`config.mk`:
```
export PLATFORM = sky130hd
export DESIGN_NAME = camlink_frame_gate_flat
export DESIGN_NICKNAME = d
export VERILOG_FILES = /design/src/rtl/camlink_frame_gate_if.sv /design/src/rtl/camlink_frame_gate.sv /design/src/flat_wrapper.sv
export SDC_FILE = /design/constraint.sdc
export NUM_CORES = 1
export LEC_CHECK = 0
export CAP_MARGIN = 10
export CELL_PAD_IN_SITES_DETAIL_PLACEMENT = 1
export CELL_PAD_IN_SITES_GLOBAL_PLACEMENT = 2
export CORE_UTILIZATION = 35
export CTS_BUF_LIST = sky130_fd_sc_hd__clkbuf_16
export CTS_CLUSTER_SIZE = 25
export DETAILED_ROUTE_END_ITERATION = 16
export GPL_TIMING_DRIVEN = 0
export PLACE_DENSITY_LB_ADDON = 0.05
export SYNTH_ARGS = -nofsm -noshare
export SYNTH_HDL_FRONTEND = slang
export SYNTH_SLANG_ARGS = --single-unit
```
`constraint.sdc`:
```
create_clock -name rxclk_div_1 -period 8.7 [get_ports rxclk_div_1]
set_input_delay 2.175 -clock rxclk_div_1 [delete_from_list [all_inputs] [get_ports rxclk_div_1]]
set_output_delay 2.175 -clock rxclk_div_1 [all_outputs]
set_load 0.02 [all_outputs]
```
`src/rtl/camlink_frame_gate_if.sv`:
```
// Camera Link capture bus: deserialised channel ports and timing bits in, packed pixels out.
// Carries no logic of its own; timing is defined by camlink_frame_gate.
// fifo_full travels with the bus so the sink's backpressure stays next to the write strobe.
interface camlink_frame_gate_if #(
  parameter int NCH = 2
) ();
  logic [24*NCH-1:0] port_in;
  logic [NCH-1:0]    lval;
  logic [NCH-1:0]    fval;
  logic [NCH-1:0]    dval;
  logic              fifo_full;
  logic [24*NCH-1:0] pix_o;
  logic              pix_vld;

  // Source / sink side: drives camera signals and backpressure, observes pixels.
  modport master (
    output port_in, lval, fval, dval, fifo_full,
    input  pix_o, pix_vld
  );

  // Capture block side.
  modport slave (
    input  port_in, lval, fval, dval, fifo_full,
    output pix_o, pix_vld
  );
endinterface

```
`src/rtl/camlink_frame_gate.sv`:
```
// Gates exactly one Camera Link frame per arm request and packs beats into pixel words.
// Latency: pix_o/pix_vld appear 2 cycles after the qualifying input beat.
// Backpressure: no stall; a beat arriving while fifo_full=1 is dropped and flagged in err[1].
module camlink_frame_gate #(
  parameter int NCH     = 2,
  parameter int CW      = 16,
  parameter int DVAL_EN = 1
) (
  input  logic          rxclk_div_1,
  input  logic          sys_rst,
  input  logic          locked,
  camlink_frame_gate_if.slave cl,
  input  logic          mode12,
  input  logic          arm,
  input  logic          abort,
  input  logic [CW-1:0] line_width,
  output logic          busy,
  output logic          frame_done,
  output logic [CW-1:0] line_cnt,
  output logic [2:0]    err
);

  typedef enum logic [2:0] {
    IDLE     = 3'd0,
    ARMED    = 3'd1,
    WAIT_SOF = 3'd2,
    ACTIVE   = 3'd3,
    DONE     = 3'd4
  } state_t;

  state_t state_q;
  state_t state_d;

  // Registered copies of the camera inputs; all decisions use these.
  logic [24*NCH-1:0] port_r;
  logic [NCH-1:0]    lval_r;
  logic [NCH-1:0]    fval_r;
  logic [NCH-1:0]    dval_r;
  // Previous value of channel-0 timing bits, for edge detection.
  logic              fval0_d;
  logic              lval0_d;

  // Packing mode frozen at arm time so a mid-frame change cannot split a frame.
  logic              mode_q;

  logic [CW-1:0]     pix_cnt;
  logic [CW-1:0]     pix_cnt_d;
  logic [CW-1:0]     line_ctr;
  logic [CW-1:0]     line_ctr_d;
  logic [2:0]        err_d;

  logic              beat;
  logic              fval_rise;
  logic              fval_fall;
  logic              lval_rise;
  logic              lval_fall;
  logic              kill;
  logic              in_active;
  logic              cnt_beat;
  logic              arm_take;
  logic              misalign;
  logic [CW-1:0]     step;
  logic [CW:0]       pix_sum;
  logic [CW-1:0]     pix_sat;
  logic [CW:0]       line_sum;
  logic [CW-1:0]     line_sat;
  logic [24*NCH-1:0] packed_pix;

  // Qualification and edge detection on the registered inputs.
  always_comb begin
    beat      = (&lval_r) & (&fval_r) & ((DVAL_EN != 0) ? (&dval_r) : 1'b1);
    fval_rise = fval_r[0] & ~fval0_d;
    fval_fall = ~fval_r[0] & fval0_d;
    lval_rise = lval_r[0] & ~lval0_d;
    lval_fall = ~lval_r[0] & lval0_d;
    // Abort and loss of lock share one path; neither affects IDLE.
    kill      = (state_q != IDLE) & (abort | ~locked);
    in_active = (state_q == ACTIVE);
    cnt_beat  = in_active & beat;
    // Channels disagree when some, but not all, bits of a timing vector are set.
    misalign  = ((|fval_r) & ~(&fval_r)) | ((|lval_r) & ~(&lval_r));
  end

  // Per-channel packing of the registered port bytes {C,B,A}.
  always_comb begin
    packed_pix = '0;
    for (int c = 0; c < NCH; c++) begin
      if (mode_q) begin
        // Two 12-bit pixels: B's high nibble extends C, B's low nibble extends A.
        packed_pix[24*c +: 24] = {port_r[24*c+12 +: 4], port_r[24*c+16 +: 8],
                                  port_r[24*c+8 +: 4],  port_r[24*c +: 8]};
      end else begin
        packed_pix[24*c +: 24] = port_r[24*c +: 24];
      end
    end
  end

  // Pixel and line counter next values with saturation.
  always_comb begin
    step     = mode_q ? CW'(2*NCH) : CW'(3*NCH);
    pix_sum  = {1'b0, pix_cnt} + {1'b0, step};
    pix_sat  = pix_sum[CW] ? {CW{1'b1}} : pix_sum[CW-1:0];
    line_sum = {1'b0, line_ctr} + {{CW{1'b0}}, 1'b1};
    line_sat = line_sum[CW] ? {CW{1'b1}} : line_sum[CW-1:0];

    pix_cnt_d = pix_cnt;
    if (lval_rise) begin
      // A beat on the first cycle of a line is the first pixel group of that line.
      pix_cnt_d = cnt_beat ? step : '0;
    end else if (cnt_beat) begin
      pix_cnt_d = pix_sat;
    end

    line_ctr_d = line_ctr;
    if ((state_q == WAIT_SOF) && fval_rise && !kill) begin
      line_ctr_d = '0;
    end else if (in_active && lval_fall) begin
      line_ctr_d = line_sat;
    end
  end

  // Frame FSM: next state plus arm acceptance.
  always_comb begin
    state_d  = state_q;
    arm_take = 1'b0;
    if (kill) begin
      state_d = IDLE;
    end else begin
      case (state_q)
        IDLE: begin
          // Abort wins over a simultaneous arm.
          if (arm && locked && !abort) begin
            state_d  = ARMED;
            arm_take = 1'b1;
          end
        end
        ARMED: begin
          // Let a frame already in progress run out before looking for a start.
          if (!fval_r[0]) state_d = WAIT_SOF;
        end
        WAIT_SOF: begin
          if (fval_rise) state_d = ACTIVE;
        end
        ACTIVE: begin
          if (fval_fall) state_d = DONE;
        end
        DONE: begin
          state_d = IDLE;
        end
        default: begin
          state_d = IDLE;
        end
      endcase
    end
  end

  // Sticky error flags; cleared only when a new capture is armed.
  always_comb begin
    if (arm_take) begin
      err_d = 3'b000;
    end else begin
      err_d = err | {in_active & misalign,
                     cnt_beat & cl.fifo_full,
                     in_active & lval_fall & (pix_cnt != line_width)};
    end
  end

  // Input capture registers.
  always_ff @(posedge rxclk_div_1 or posedge sys_rst) begin
    if (sys_rst) begin
      port_r  <= '0;
      lval_r  <= '0;
      fval_r  <= '0;
      dval_r  <= '0;
      fval0_d <= 1'b0;
      lval0_d <= 1'b0;
    end else begin
      port_r  <= cl.port_in;
      lval_r  <= cl.lval;
      fval_r  <= cl.fval;
      dval_r  <= cl.dval;
      fval0_d <= fval_r[0];
      lval0_d <= lval_r[0];
    end
  end

  // FSM state, mode latch and status outputs.
  always_ff @(posedge rxclk_div_1 or posedge sys_rst) begin
    if (sys_rst) begin
      state_q    <= IDLE;
      mode_q     <= 1'b0;
      busy       <= 1'b0;
      frame_done <= 1'b0;
      line_cnt   <= '0;
    end else begin
      state_q    <= state_d;
      busy       <= (state_d != IDLE);
      // DONE is only entered from a completed frame, so this pulses exactly in DONE.
      frame_done <= (state_d == DONE);
      if (arm_take) mode_q <= mode12;
      // Load on entry to DONE so line_cnt is already valid alongside frame_done.
      if (state_d == DONE) line_cnt <= line_ctr_d;
    end
  end

  // Pixel/line counters and error flags.
  always_ff @(posedge rxclk_div_1 or posedge sys_rst) begin
    if (sys_rst) begin
      pix_cnt  <= '0;
      line_ctr <= '0;
      err      <= 3'b000;
    end else begin
      pix_cnt  <= pix_cnt_d;
      line_ctr <= line_ctr_d;
      err      <= err_d;
    end
  end

  // Output pixel register; an abort or lock loss flushes the pending strobe.
  always_ff @(posedge rxclk_div_1 or posedge sys_rst) begin
    if (sys_rst) begin
      cl.pix_o   <= '0;
      cl.pix_vld <= 1'b0;
    end else begin
      cl.pix_vld <= cnt_beat & ~cl.fifo_full & ~kill;
      if (cnt_beat && !cl.fifo_full && !kill) cl.pix_o <= packed_pix;
    end
  end

endmodule

```
`src/flat_wrapper.sv`:
```
// flat-port wrapper written by rule: the top's interface ports become plain ports
module camlink_frame_gate_flat 
#(
  parameter int NCH     = 2,
  parameter int CW      = 16,
  parameter int DVAL_EN = 1
)
  (rxclk_div_1, sys_rst, locked, mode12, arm, abort, line_width, busy, frame_done, line_cnt, err, cl_port_in, cl_lval, cl_fval, cl_dval, cl_fifo_full, cl_pix_o, cl_pix_vld);
  camlink_frame_gate_if #(.NCH(NCH)) cl_i ();
  input  logic rxclk_div_1;
  input  logic sys_rst;
  input  logic locked;
  input  logic mode12;
  input  logic arm;
  input  logic abort;
  input  logic [CW-1:0] line_width;
  output logic busy;
  output logic frame_done;
  output logic [CW-1:0] line_cnt;
  output logic [2:0] err;
  input wire logic [$bits(cl_i.port_in)-1:0] cl_port_in;
  input wire logic [$bits(cl_i.lval)-1:0] cl_lval;
  input wire logic [$bits(cl_i.fval)-1:0] cl_fval;
  input wire logic [$bits(cl_i.dval)-1:0] cl_dval;
  input wire logic [$bits(cl_i.fifo_full)-1:0] cl_fifo_full;
  output wire logic [$bits(cl_i.pix_o)-1:0] cl_pix_o;
  output wire logic [$bits(cl_i.pix_vld)-1:0] cl_pix_vld;
  assign cl_i.port_in = cl_port_in;
  assign cl_i.lval = cl_lval;
  assign cl_i.fval = cl_fval;
  assign cl_i.dval = cl_dval;
  assign cl_i.fifo_full = cl_fifo_full;
  assign cl_pix_o = cl_i.pix_o;
  assign cl_pix_vld = cl_i.pix_vld;
  camlink_frame_gate #(.NCH(NCH), .CW(CW), .DVAL_EN(DVAL_EN)) u_core (.rxclk_div_1(rxclk_div_1), .sys_rst(sys_rst), .locked(locked), .cl(cl_i), .mode12(mode12), .arm(arm), .abort(abort), .line_width(line_width), .busy(busy), .frame_done(frame_done), .line_cnt(line_cnt), .err(err));
endmodule
```
==> reports/metrics.cfg <==
[outcome]
status=completed

[synthesis]
syn_avg_cell_area_um2=12.1
synth_warnings=0
yosysTopAreaCell=dfrtp_1
netlist_instances=532
netlist_area_um2=6440
synth-seq-cells=162
synth.yosys.seq_area_share=0.629
synth_top_cell_area_share=0.629
synth_nets=614
synth_cell_types=50
netlist_top_cells_area=dfrtp_1, mux2i_1, mux2_2

[sta]
period_share=0.465
hold_ws_ns=0.480
fmax_mhz=247
rsz0062_at_grt=false
slew_violations=0
period_needed_ns=4.05
setup_tns_ns=0
relSlewSlack=0.432
final_hold_viol_count=0
worstMarginPinSlew_ns=0.851
fin_worst_skew_ns=0.0195
setup_viol=0
worst_slack_ns=4.65

[worst_setup_path]
path_class=input port to register
worstPathArrival_ns=4.36
start_kind=input port
cp_data_required_time_ns=9.02
cp_max_fo=10
cp-end-kind=register

[global_route]
first_global_vias=5151
grt_first_pass_wirelength_um=27200
grt_max_degree=116
grt_antenna_before_repair=0
gr-usage-all-layers=0.193
overflow=0

[routing]
dr.pass1.iters=4
routed_via_density=5.03
drc=0
num_vias=4727
wire_per_inst_um=18.1
postRouteAntennaNets=0
totalWireLength_um=17000
first_iter_violations=214

[cells_and_area]
final_area_um2=8830
area_growth_pct=37.1
instances_no_fill=940
drive_gt1_frac=0.122
nets=780
utilization=0.490
antenna_cells=0

[place]
globalplace.congestion=0.825
dpl-instance-area_um2=8230
dp_hpwl_um=12200
pre_cts_ws_ns=4.10
portBuffers=146
dpl.cell_count=908

[pwr]
p_seq_frac=0.460
power_mw=1.74
p_per_area_nw_per_um2=198
ir_worst_vdd_mv=0.144
p_comb_frac=0.106
clkPwrFrac=0.434
p_leak_nw=3.94
p_int_mw=1.26
swShare=0.279
power_switching_uw=486

[cts]
insertion_delay_ns=0.44
cts_tree=done
clk_pin_slew_ns=0.07
cts_max_level=4
cts_made_buffers=17
root_buffer=clkbuf_16
cts_repair_resize_count=0
cts_setup_buffers=0
hold_buffers=0
clk_path_buf_depth=2
cts_sinks=162

[floorplan]
die_h_um=138
die_area_um2=19000
io_pins=147
initial_core_util=0.357
die_x_um=138
core.rowCount=49
core_um2=18000

[job]
maxCapViolations=0

[hold_path]
hold_path.class=register to register

per-layer routing:
layer,vias up,global-route usage,wire length [µm]
li1,2207,-,-
met2,105,0.322,8570
met3,16,0.0581,1000
met1,2399,0.238,7230
met5,-,0,0
met4,0,0.0629,212
cell families (layout without fill, tap and decap cells):
logic type	count (synthesis)	count (layout)	share of synthesized area
flip-flops	162	162	0.629
XOR/XNOR	22	22	0.0299
AND/OR/NAND/NOR	173	173	0.145
multiplexers	53	53	0.0870
AO/OA/AOI/OAI	85	85	0.0763
buffers and inverters	32	211	0.0231
adder cells (fa/ha/maj)	5	5	0.00971
state kept, by name, summed over array words and instances, names as in the netlist, 2 cells and up:
signal,count
u_core.pix_cnt,16
u_core.fval_r,2
u_core.lval_r,2
u_core.err,3
u_core.port_r,48
u_core.cl.pix_o,48
u_core.line_cnt,16
u_core.line_ctr,16
u_core.state_q,3
u_core.dval_r,2
placed cells by master (no fill, tap or decap), types with 4 or more instances in the layout:
| master | n |
|---|---|
| dfrtp_1 | 162 |
| clkdlybuf4s50_1 | 146 |
| nor2_1 | 67 |
| a21oi_1 | 41 |
| nand2_1 | 29 |
| mux2i_1 | 29 |
| mux2_2 | 24 |
| xor2_1 | 21 |
| clkbuf_16 | 17 |
| nor3_1 | 14 |
| o21ai_0 | 13 |
| nor4_1 | 11 |
| inv_1 | 11 |
| nand3_1 | 10 |
| nand4_1 | 7 |
| buf_2 | 7 |
| inv_8 | 7 |
| nand2b_1 | 6 |
| clkbuf_1 | 6 |
| o21ai_1 | 6 |
| o31ai_1 | 5 |
| buf_4 | 5 |
| a31oi_1 | 5 |
| ha_1 | 5 |
| clkinv_8 | 5 |
| nor2b_1 | 4 |
synthesized netlist by cell type (all sizes together):
master   number
ha            5
o41ai         1
o21a          1
nand2        29
or3           2
buf          13
nor2b         4
inv          12
a311oi        3
a31oi         5
nor4         15
nor3b         1
o31a          1
o211ai        1
xnor2         1
nor2         67
mux2i        29
nand3        11
a221oi        2
a41oi         1
o31ai         5
xor2         21
and4          4
nor3         16
a31o          2
a21oi        41
nand4         7
o21ai        19
and3          3
nor4b         1
nand4bb       1
dfrtp       162
or4           2
or2           3
nand2b        6
nand3b        1
o21bai        1
mux2         24
o22ai         2
clkbuf        7
worst max-delay path, stage by stage:
cell and delay [ns]:
clkdlybuf4s50_1 0.40, nand2b_1 0.18, or2_1 0.21, buf_2 0.17
nor4_4 0.56, buf_2 0.36, buf_4 0.22, a21oi_1 0.08
area by class of cell:
type / instances / area, µm²
Buffer: 20 / 104
Clock buffer: 17 / 425
Clock inverter: 15 / 183
Fill cell: 1889 / 9190
Inverter: 12 / 52.6
Multi-Input combinational cell: 338 / 2240
Sequential cell: 162 / 4050
Tap cell: 229 / 287
Timing Repair Buffer: 147 / 1490
power groups by stage:
stage / sequential (mW) / combinational (mW) / clock [mW]
6_report: 0.802 / 0.185 / 0.758
3_3_place_gp: 0.815 / 0.181 / 0
5_1_grt: 0.806 / 0.203 / 0.819
2_1_floorplan: 0.822 / 0.0933 / 0
4_1_cts: 0.802 / 0.189 / 0.784
3_5_place_dp: 0.817 / 0.187 / 0
final timing paths:
path                                  startpoint             endpoint  slack (ns)  depth (start not counted)
worst min-delay path            u_core.port_r[6]   u_core.cl.pix_o[6]        0.48                          1
worst max register to register     u_core.mode_q    u_core.pix_cnt[9]        5.53                          8
max in group asynchronous                sys_rst  u_core.line_cnt[13]        5.69                          3
worst max-delay path                       abort  u_core.cl.pix_o[17]        4.65                          8
worst min register to register  u_core.port_r[6]   u_core.cl.pix_o[6]        0.48                          1
min in group asynchronous                sys_rst   u_core.pix_cnt[10]        2.13                          2
Power figures use the tool's default switching activity.
